$ cat config.mk
export PLATFORM = sky130hd
export DESIGN_NAME = strobe_sequencer
export DESIGN_NICKNAME = d
export VERILOG_FILES = /design/src/rtl/strobe_sequencer.sv
export SDC_FILE = /design/constraint.sdc
export NUM_CORES = 1
export LEC_CHECK = 0
export BUFFER_PORTS_ARGS = -buffer_cell sky130_fd_sc_hd__buf_2
export CAP_MARGIN = 20
export CORE_MARGIN = 2
export CORE_UTILIZATION = 62
export DETAILED_ROUTE_END_ITERATION = 8
export HOLD_SLACK_MARGIN = 0.12
export MAX_ROUTING_LAYER = met4
export PLACE_DENSITY = 0.85
export SLEW_MARGIN = 20
export SYNTH_ARGS = -nofsm -noshare
export SYNTH_HDL_FRONTEND = slang
export SYNTH_SLANG_ARGS = --single-unit
$ cat constraint.sdc
create_clock -name clk -period 8.1 [get_ports clk]
set_input_delay 2.43 -clock clk [delete_from_list [all_inputs] [get_ports clk]]
set_output_delay 2.43 -clock clk [all_outputs]
set_load 0.1 [all_outputs]
$ cat src/rtl/strobe_sequencer.sv
// strobe_sequencer
//   Slot timer and strobe generator for the display path. A CNT_WIDTH-bit
//   prescale counter divides the clock into slots of (period+1) cycles. A
//   one-hot channel select rotates across NUM_CH channels, one per slot. A
//   strobe of pulse_len cycles is emitted at the start of every slot. The
//   block runs either continuously or as one sweep with a start/busy/done
//   handshake.
//
// Ports
//   clk        in   system clock, rising edge
//   reset      in   synchronous, active-high
//   run        in   level enable; low forces IDLE (abort)
//   one_shot   in   1 = single sweep, 0 = continuous; sampled on entry to RUN
//   start      in   sweep request in one-shot mode
//   period     in   slot length minus 1; sampled at slot boundaries
//   pulse_len  in   strobe high-time in cycles; sampled at slot boundaries
//   ch_sel     out  one-hot active channel, 0 when idle
//   ch_idx     out  binary index of the active channel
//   strobe     out  high for the first pulse_len cycles of each slot
//   slot_tick  out  pulse on the first cycle of each slot
//   busy       out  high while in RUN
//   done       out  one-cycle pulse after a completed one-shot sweep
module strobe_sequencer #(
  parameter int CNT_WIDTH = 23,
  parameter int NUM_CH    = 4,
  parameter int PW_WIDTH  = 5,
  localparam int IDX_W    = $clog2(NUM_CH)
) (
  input  logic                 clk,
  input  logic                 reset,
  input  logic                 run,
  input  logic                 one_shot,
  input  logic                 start,
  input  logic [CNT_WIDTH-1:0] period,
  input  logic [PW_WIDTH-1:0]  pulse_len,
  output logic [NUM_CH-1:0]    ch_sel,
  output logic [IDX_W-1:0]     ch_idx,
  output logic                 strobe,
  output logic                 slot_tick,
  output logic                 busy,
  output logic                 done
);

  // Common width for the strobe compare; both operands zero-extended.
  localparam int CMP_W = (CNT_WIDTH > PW_WIDTH) ? CNT_WIDTH : PW_WIDTH;

  typedef enum logic {
    IDLE,
    RUN
  } state_e;

  state_e                 state_q, state_d;
  logic [CNT_WIDTH-1:0]   cnt_q, cnt_d;
  logic [CNT_WIDTH-1:0]   per_q, per_d;
  logic [PW_WIDTH-1:0]    len_q, len_d;
  logic                   mode_q, mode_d;
  logic [IDX_W-1:0]       idx_q, idx_d;

  logic [NUM_CH-1:0]      ch_sel_q, ch_sel_d;
  logic [IDX_W-1:0]       ch_idx_q, ch_idx_d;
  logic                   strobe_q, strobe_d;
  logic                   slot_tick_q, slot_tick_d;
  logic                   busy_q, busy_d;
  logic                   done_q, done_d;

  logic                   last_ch;

  assign last_ch = (idx_q == IDX_W'(NUM_CH - 1));

  always_comb begin
    state_d     = state_q;
    cnt_d       = cnt_q;
    idx_d       = idx_q;
    per_d       = per_q;
    len_d       = len_q;
    mode_d      = mode_q;
    done_d      = 1'b0;
    ch_sel_d    = '0;
    ch_idx_d    = '0;
    strobe_d    = 1'b0;
    slot_tick_d = 1'b0;
    busy_d      = 1'b0;

    unique case (state_q)
      IDLE: begin
        cnt_d = '0;
        idx_d = '0;
        // Entry is also legal in a done cycle, giving back-to-back sweeps.
        if (run && (!one_shot || start)) begin
          state_d = RUN;
          per_d   = period;
          len_d   = pulse_len;
          mode_d  = one_shot;
        end
      end
      RUN: begin
        if (!run) begin
          state_d = IDLE;
          cnt_d   = '0;
          idx_d   = '0;
        end else if (cnt_q == per_q) begin
          cnt_d = '0;
          if (mode_q && last_ch) begin
            state_d = IDLE;
            idx_d   = '0;
            done_d  = 1'b1;
          end else begin
            idx_d = last_ch ? '0 : idx_q + IDX_W'(1);
            per_d = period;
            len_d = pulse_len;
          end
        end else begin
          cnt_d = cnt_q + CNT_WIDTH'(1);
        end
      end
      default: state_d = IDLE;
    endcase

    // Outputs are decoded from the next state so they are registered yet
    // line up with the cycle the counter/channel values describe.
    if (state_d == RUN) begin
      ch_sel_d    = NUM_CH'(1) << idx_d;
      ch_idx_d    = idx_d;
      strobe_d    = (CMP_W'(cnt_d) < CMP_W'(len_d));
      slot_tick_d = (cnt_d == '0);
      busy_d      = 1'b1;
    end
  end

  always_ff @(posedge clk) begin
    if (reset) begin
      state_q     <= IDLE;
      cnt_q       <= '0;
      idx_q       <= '0;
      per_q       <= '0;
      len_q       <= '0;
      mode_q      <= 1'b0;
      ch_sel_q    <= '0;
      ch_idx_q    <= '0;
      strobe_q    <= 1'b0;
      slot_tick_q <= 1'b0;
      busy_q      <= 1'b0;
      done_q      <= 1'b0;
    end else begin
      state_q     <= state_d;
      cnt_q       <= cnt_d;
      idx_q       <= idx_d;
      per_q       <= per_d;
      len_q       <= len_d;
      mode_q      <= mode_d;
      ch_sel_q    <= ch_sel_d;
      ch_idx_q    <= ch_idx_d;
      strobe_q    <= strobe_d;
      slot_tick_q <= slot_tick_d;
      busy_q      <= busy_d;
      done_q      <= done_d;
    end
  end

  assign ch_sel    = ch_sel_q;
  assign ch_idx    = ch_idx_q;
  assign strobe    = strobe_q;
  assign slot_tick = slot_tick_q;
  assign busy      = busy_q;
  assign done      = done_q;

endmodule

==> key figures, run 1 <==
Power
  • Power Density: 188 nW/µm²
  • Design internal power: 0.497 mW
  • VDD IR max: 0.175 mV
  • Clock power share: 38.9%
  • Leak: 1.52 nW
  • Switching share of total power: 25.3%
  • Net Sw Power: 0.168 mW
  • Sequential share of power: 50.1%
  • Comb pwr share: 11.0%
  • Pwr Total: 0.665 mW

Global routing
  • Vias in the first global route: 2,449
  • Antenna violations before repair: 0
  • First-pass GRT wire length: 11,200 µm
  • Congestion Overflow GR: 0
  • Pin count of the biggest net entering global routing: 39
  • Gr usage total: 24.7%

Timing
  • Max Freq: 226 MHz
  • Tmin final: 4.42 ns
  • Tcrit/Tclk final: 54.6%
  • Setup repair after global routing missed its margin: false
  • Slew Viols, Final: 0
  • Setup Skew: 0.00409 ns
  • Final setup violation count: 0
  • Slew @ Worst Pin: 0.901 ns
  • Setup Total Neg Slack: 0 ns
  • Rel. slew slack: 39.5%
  • Hold Fails Final Rpt: 0

Logic synthesis
  • Adder-cell share of the synthesized area: 2.32%
  • Top FF cell, synth: dfxtp_1
  • Synth top area cells: dfxtp_1 40%, mux2i_1 9.9%, xor2_1 9.5%
  • Syn nets: 382
  • Post-synthesis compound-gate area fraction: 6.43%
  • Post-Synth XOR/XNOR Area: 13.0%
  • EDFF count, synth: 0
  • Register bit total from synthesis: 64
  • Ys Warns: 0
  • Top-area cell type share of the netlist area: 39.6%
  • Largest family of logic cells by synthesized area: simple AND/OR/NAND/NOR gates
  • Netlist cell types: 50
  • Cell Area, Synth: 3230 µm²
  • Sequential-to-total area share from yosys stat: 39.6%
  • Area leader, netlist: dfxtp_1
  • Post-synthesis mux area share: 9.91%
  • Synth Area in Simple Gates: 22.4%
  • Syn avg cell area: 9.42 µm²
  • Mapped Cells: 343
  • Fraction of registers with async set/reset: 0%

Drt
  • TritonRoute pass-1 iters: 4
  • Vias per cell: 5.64
  • DR iter-0 viols: 130
  • DRC violations left: 0
  • Final WL: 6540 µm
  • Per-cell routed wire length: 14.7 µm
  • Final ANT Viol Nets: 0
  • Vias: 2,510

Placement
  • DP Wirelength: 4630 µm
  • Placer Congestion: 0.847
  • IO buf count: 42

Clock network
  • Num CTS Buffers: 9
  • Setup bufs post-CTS: 0
  • Skew-Pair Late Insertion Delay: 0.34 ns
  • CTS tree: done
  • Number of H-tree levels: 3
  • # resized after CTS: 0
  • Clock tree buffer depth: 2
  • Sink Count: 64
  • Reg clk slew, reported paths: 0.06 ns
  • Hold_buf cts: 0
  • Root Driver: clkbuf_8

Worst setup path
  • Worst Setup Start Kind: input pin
  • FF-to-FF path depth: 11
  • Cells along the critical path: buf_2 -> nand3_1 -> o31ai_4 -> buf_4 -> mux2i_1 -> ha_1 -> a21o_1 -> a21oi_1 -> nor2b_1 -> a2111oi_2
  • CP Buf/Inv Count: 2
  • Worst stage delay on the critical path: 0.46 ns
  • FF-to-FF setup slack: 4.72 ns
  • Levels on crit path: 10
  • Crit path kind: in -> reg
  • Largest delay share family, worst path: compound AO/OA/AOI/OAI gates
  • WP data required: 8.34 ns
  • Worst Path Arrival: 4.66 ns
  • Reg2reg end: strobe
  • Crit. End Element: flip-flop
  • Critical-path maximum fanout: 28
  • Worst-path cell with the longest stage delay: buf_4
  • Crit path from: run
  • RR Startpoint: cnt_q[7]

Die
  • Die X: 76.2 µm
  • Rows: 26
  • DIE AREA: 5810 µm²
  • I/O pin total: 43
  • Initial Utilization: 63.7%
  • Core area: 5070 µm²
  • Vert. Die Dim: 76.2 µm

Finish
  • Nets: 410
  • Layout cell share with drive strength beyond 1: 19.7%
  • Area growth syn-to-layout: 9.56%
  • Diodes inserted: 0

Worst hold path
  • Worst Hold Class: reg -> reg
  • Hold path startpoint: len_q[0]
  • Hold path endpoint: len_q[0]
  • Hold Path Depth: 2

Status
  • Outcome: complete, no violations

Run
  • MaxCap Viol Count: 0
synth_stat cells (all sizes together) (4+ instances only):
cell,instances
a31oi,4
and2,6
buf,11
clkbuf,15
dfxtp,64
ha,6
mux2i,32
nand2,13
nand3,10
nand4,9
nor2,62
nor3,12
nor4,9
o21ai,4
xnor2,13
xor2,35
worst max-delay path by stage:
stage / endpoint
after floorplan: strobe
after global placement: strobe
after detailed placement: strobe
after CTS: strobe
after global routing: strobe
final: strobe
tightest hold or removal path, cell delays in order, from the launching register on:
cell	delay, ns
dfxtp_1	0.31
mux2i_1	0.07
nor2_1	0.08
routing by layer:
metal	track usage, %	vias to the layer above	wire (µm)
met5	-	-	0
met4	8.91	0	136
met3	6.16	13	356
met2	40.2	82	3110
met1	29.8	1177	2930
li1	-	1238	-
flip-flops by register name (all words and copies together), names as in the netlist, 2 cells and up:
name and flops:
ch_sel 4, cnt_q 23, per_q 23, ch_idx 2, len_q 5, idx_q 2
cells by family (layout without fill, tap and decap cells):
family          after synthesis  in the layout
flops                        64             64
mux                          32             32
buf+inv                      28             60
xor+xnor                     48             48
simple gates                139            139
fa+ha+maj                     6              6
compound gates               26             26
layout by cell type, fill, tap and decap left out, types with 3 or more instances in the layout:
cell type / instances
a21oi_1: 3
a31oi_1: 4
and2_1: 6
buf_2: 42
clkbuf_8: 13
dfxtp_1: 64
ha_1: 6
mux2i_1: 32
nand2_1: 13
nand3_1: 10
nand4_1: 7
nor2_1: 62
nor2b_1: 3
nor3_1: 11
nor4_1: 7
o21ai_0: 3
or2_2: 3
xnor2_1: 13
xor2_1: 35
area by class of cell:
type,count,area [µm²]
repair buffers,43,218
inverters,2,7.51
clock buffers,13,179
well taps,70,87.6
clock inverters,2,12.5
multi-input cells,251,1760
fillers,413,1530
flip-flops and latches,64,1280
stage by stage:
stage | hold WS [ns] | setup slack [ns] | cells | util (%) | instance area (µm²)
finish | 0.490 | 3.68 | 445 | 69.8 | 3540
CTS | 0.495 | 3.68 | 445 | 69.8 | 3540
global placement | 0.470 | 3.45 | 430 | 66.0 | 3350
global route | 0.539 | 3.52 | 445 | 69.8 | 3540
detailed placement | 0.476 | 3.31 | 430 | 66.0 | 3350
floorplan | 0.451 | 3.90 | 343 | - | 3230
power by group through the flow:
stage          Sequential [mW]  Clock [mW]  Combinational (mW)
2_1_floorplan            0.350           0              0.0446
3_3_place_gp             0.340           0              0.0706
3_5_place_dp             0.340           0              0.0729
4_1_cts                  0.333       0.265              0.0734
5_1_grt                  0.334       0.275              0.0796
6_report                 0.333       0.258              0.0733
Power figures use the tool's default switching activity.
==> run 2: changes to the inputs <==
Settings changed: CORE_UTILIZATION 62 to 57, PLACE_DENSITY 0.85 to 0.79.
Clock period 8.1 ns to 4.4 ns, I/O delays scaled along.
==> key figures, run 2 (synthesis gave the netlist of run 1 again) <==
Status
  • Outcome: complete, no violations

Drt
  • Per-cell routed wire length: 14.4 µm (-2.2%)
  • DR iter-0 viols: 159 (+22%)
  • DRC violations left: 0 (unchanged)
  • Vias: 2,456 (-2.2%)
  • Final WL: 6420 µm (-1.8%)
  • Vias per cell: 5.49 (-2.6%)
  • TritonRoute pass-1 iters: 4 (unchanged)
  • Final ANT Viol Nets: 0 (unchanged)

Worst setup path
  • Crit. End Element: flip-flop
  • Worst-path cell with the longest stage delay: dfxtp_1
  • Levels on crit path: 9 (-1)
  • Worst Path Arrival: 3.43 ns (-1.23 ns)
  • Worst stage delay on the critical path: 0.46 ns (about the same)
  • Critical-path maximum fanout: 25 (-11%)
  • Cells along the critical path: xor2_1 -> nor4_1 -> nand4_1 -> o31ai_4 -> buf_4 -> mux2i_1 -> ha_1 -> nor2b_1 -> a2111oi_2
  • CP Buf/Inv Count: 1 (-1)
  • FF-to-FF path depth: 9 (-2)
  • Crit path kind: reg -> reg
  • Largest delay share family, worst path: simple AND/OR/NAND/NOR gates
  • Worst Setup Start Kind: flip-flop
  • WP data required: 4.64 ns (-3.70 ns)

Timing
  • Setup Skew: 0.00947 ns (+0.00538 ns)
  • Slew @ Worst Pin: 0.877 ns (-0.0244 ns)
  • Setup repair after global routing missed its margin: false
  • Tmin final: 3.19 ns
  • Hold Fails Final Rpt: 0 (unchanged)
  • Slew Viols, Final: 0 (unchanged)
  • Max Freq: 314 MHz
  • Tcrit/Tclk final: 72.4%
  • Setup Total Neg Slack: 0 ns (unchanged)
  • Final setup violation count: 0 (unchanged)
  • Rel. slew slack: 41.1% (+1.6 points)

Die
  • I/O pin total: 43 (unchanged)
  • DIE AREA: 6290 µm² (+8.3%)
  • Initial Utilization: 58.7% (-5.0 points)
  • Die X: 79.3 µm (+4.1%)
  • Core area: 5510 µm² (+8.5%)
  • Vert. Die Dim: 79.3 µm (+4.1%)
  • Rows: 27 (+3.8%)

Finish
  • Layout cell share with drive strength beyond 1: 19.7% (unchanged)
  • Post-Layout Cell Count: 447 (+0.45%)
  • Fin area: 3560 µm² (+0.46%)
  • Biggest regs: cnt_q: 23 flops, per_q: 23 flops, len_q: 5 flops
  • Layout Utilization: 64.6% (-5.2 points)
  • Area growth syn-to-layout: 10.1%
  • Nets: 410 (unchanged)
  • Diodes inserted: 0 (unchanged)
  • Most common cell after layout, fill and taps aside: dfxtp_1
  • Most frequent cells in the layout: 64 x dfxtp_1, 62 x nor2_1, 42 x buf_2, 35 x xor2_1, 32 x mux2i_1

Placement
  • Placer Congestion: 0.833 (-1.6%)
  • IO buf count: 42 (unchanged)
  • DP Wirelength: 4590 µm (-0.68%)
  • Post-Place Cells: 432 (+0.47%)
  • Placed Area: 3350 µm² (about the same)

Power
  • Pwr Total: 1.26 mW (+90%)
  • VDD IR max: 0.318 mV (+82%)
  • Power Density: 354 nW/µm² (+89%)
  • Leak: 1.53 nW (+0.70%)

Clock network
  • Setup bufs post-CTS: 0 (unchanged)
  • Skew-Pair Late Insertion Delay: 0.34 ns (about the same)
  • Number of H-tree levels: 3 (unchanged)
  • CTS tree: done
  • Root Driver: clkbuf_8
  • Num CTS Buffers: 9 (unchanged)
  • # resized after CTS: 0 (unchanged)
  • Hold_buf cts: 0 (unchanged)
  • Reg clk slew, reported paths: 0.07 ns (about the same)
  • Sink Count: 64 (unchanged)
  • Clock tree buffer depth: 2 (unchanged)

Worst hold path
  • Hold Path Depth: 2 (unchanged)
  • Worst Hold Class: reg -> reg

Global routing
  • First-pass GRT wire length: 11,400 µm (+1.9%)
  • Pin count of the biggest net entering global routing: 39 (unchanged)
  • Congestion Overflow GR: 0 (unchanged)
  • Antenna violations before repair: 0 (unchanged)
  • Vias in the first global route: 2,509 (+2.4%)
  • Gr usage total: 23.9% (-0.77 points)

Run
  • MaxCap Viol Count: 0 (unchanged)
[run 2: path summary, 6_finish.rpt]
kind              startpoint        to  slack, ns
setup / recovery    cnt_q[7]    strobe       1.21
hold / removal      len_q[0]  len_q[0]       0.50
setup reg to reg    cnt_q[7]    strobe       1.21
hold reg to reg     len_q[0]  len_q[0]       0.50
[run 2: area by class of cell]
cell class	count	area, µm²
Clock inverter	3	40.0
Multi-Input combinational cell	251	1760
Timing Repair Buffer	43	218
Tap cell	72	90.1
Inverter	2	7.51
Clock buffer	12	165
Fill cell	450	1950
Sequential cell	64	1280
[run 2: tightest hold or removal path, cell delays in order (launching register included)]
cell	delay, ns
dfxtp_1	0.31
mux2i_1	0.07
nor2_1	0.08
[run 2: per-layer routing]
| metal | GRT usage (%) | routed length, µm | up-vias |
|---|---|---|---|
| li1 | - | - | 1234 |
| met1 | 28.3 | 2940 | 1153 |
| met2 | 39.2 | 3050 | 55 |
| met3 | 5.57 | 285 | 14 |
| met4 | 10.0 | 150 | 0 |
| met5 | - | 0 | - |
[run 2: per-stage QoR]
| step | hold WS, ns | worst slack [ns] |
|---|---|---|
| after global routing | 0.539 | 0.915 |
| after global placement | 0.468 | 0.966 |
| after detailed placement | 0.478 | 0.883 |
| final | 0.495 | 1.21 |
| after floorplan | 0.451 | 1.31 |
| after CTS | 0.496 | 1.22 |
[run 2: where the power goes]
group          switching, mW  internal [mW]  leakage (nW)  total, mW
combinational         0.0810         0.0525         0.904      0.133
clock                  0.211          0.303         0.108      0.514
sequential            0.0132          0.600         0.521      0.613
total                  0.305          0.955          1.53       1.26
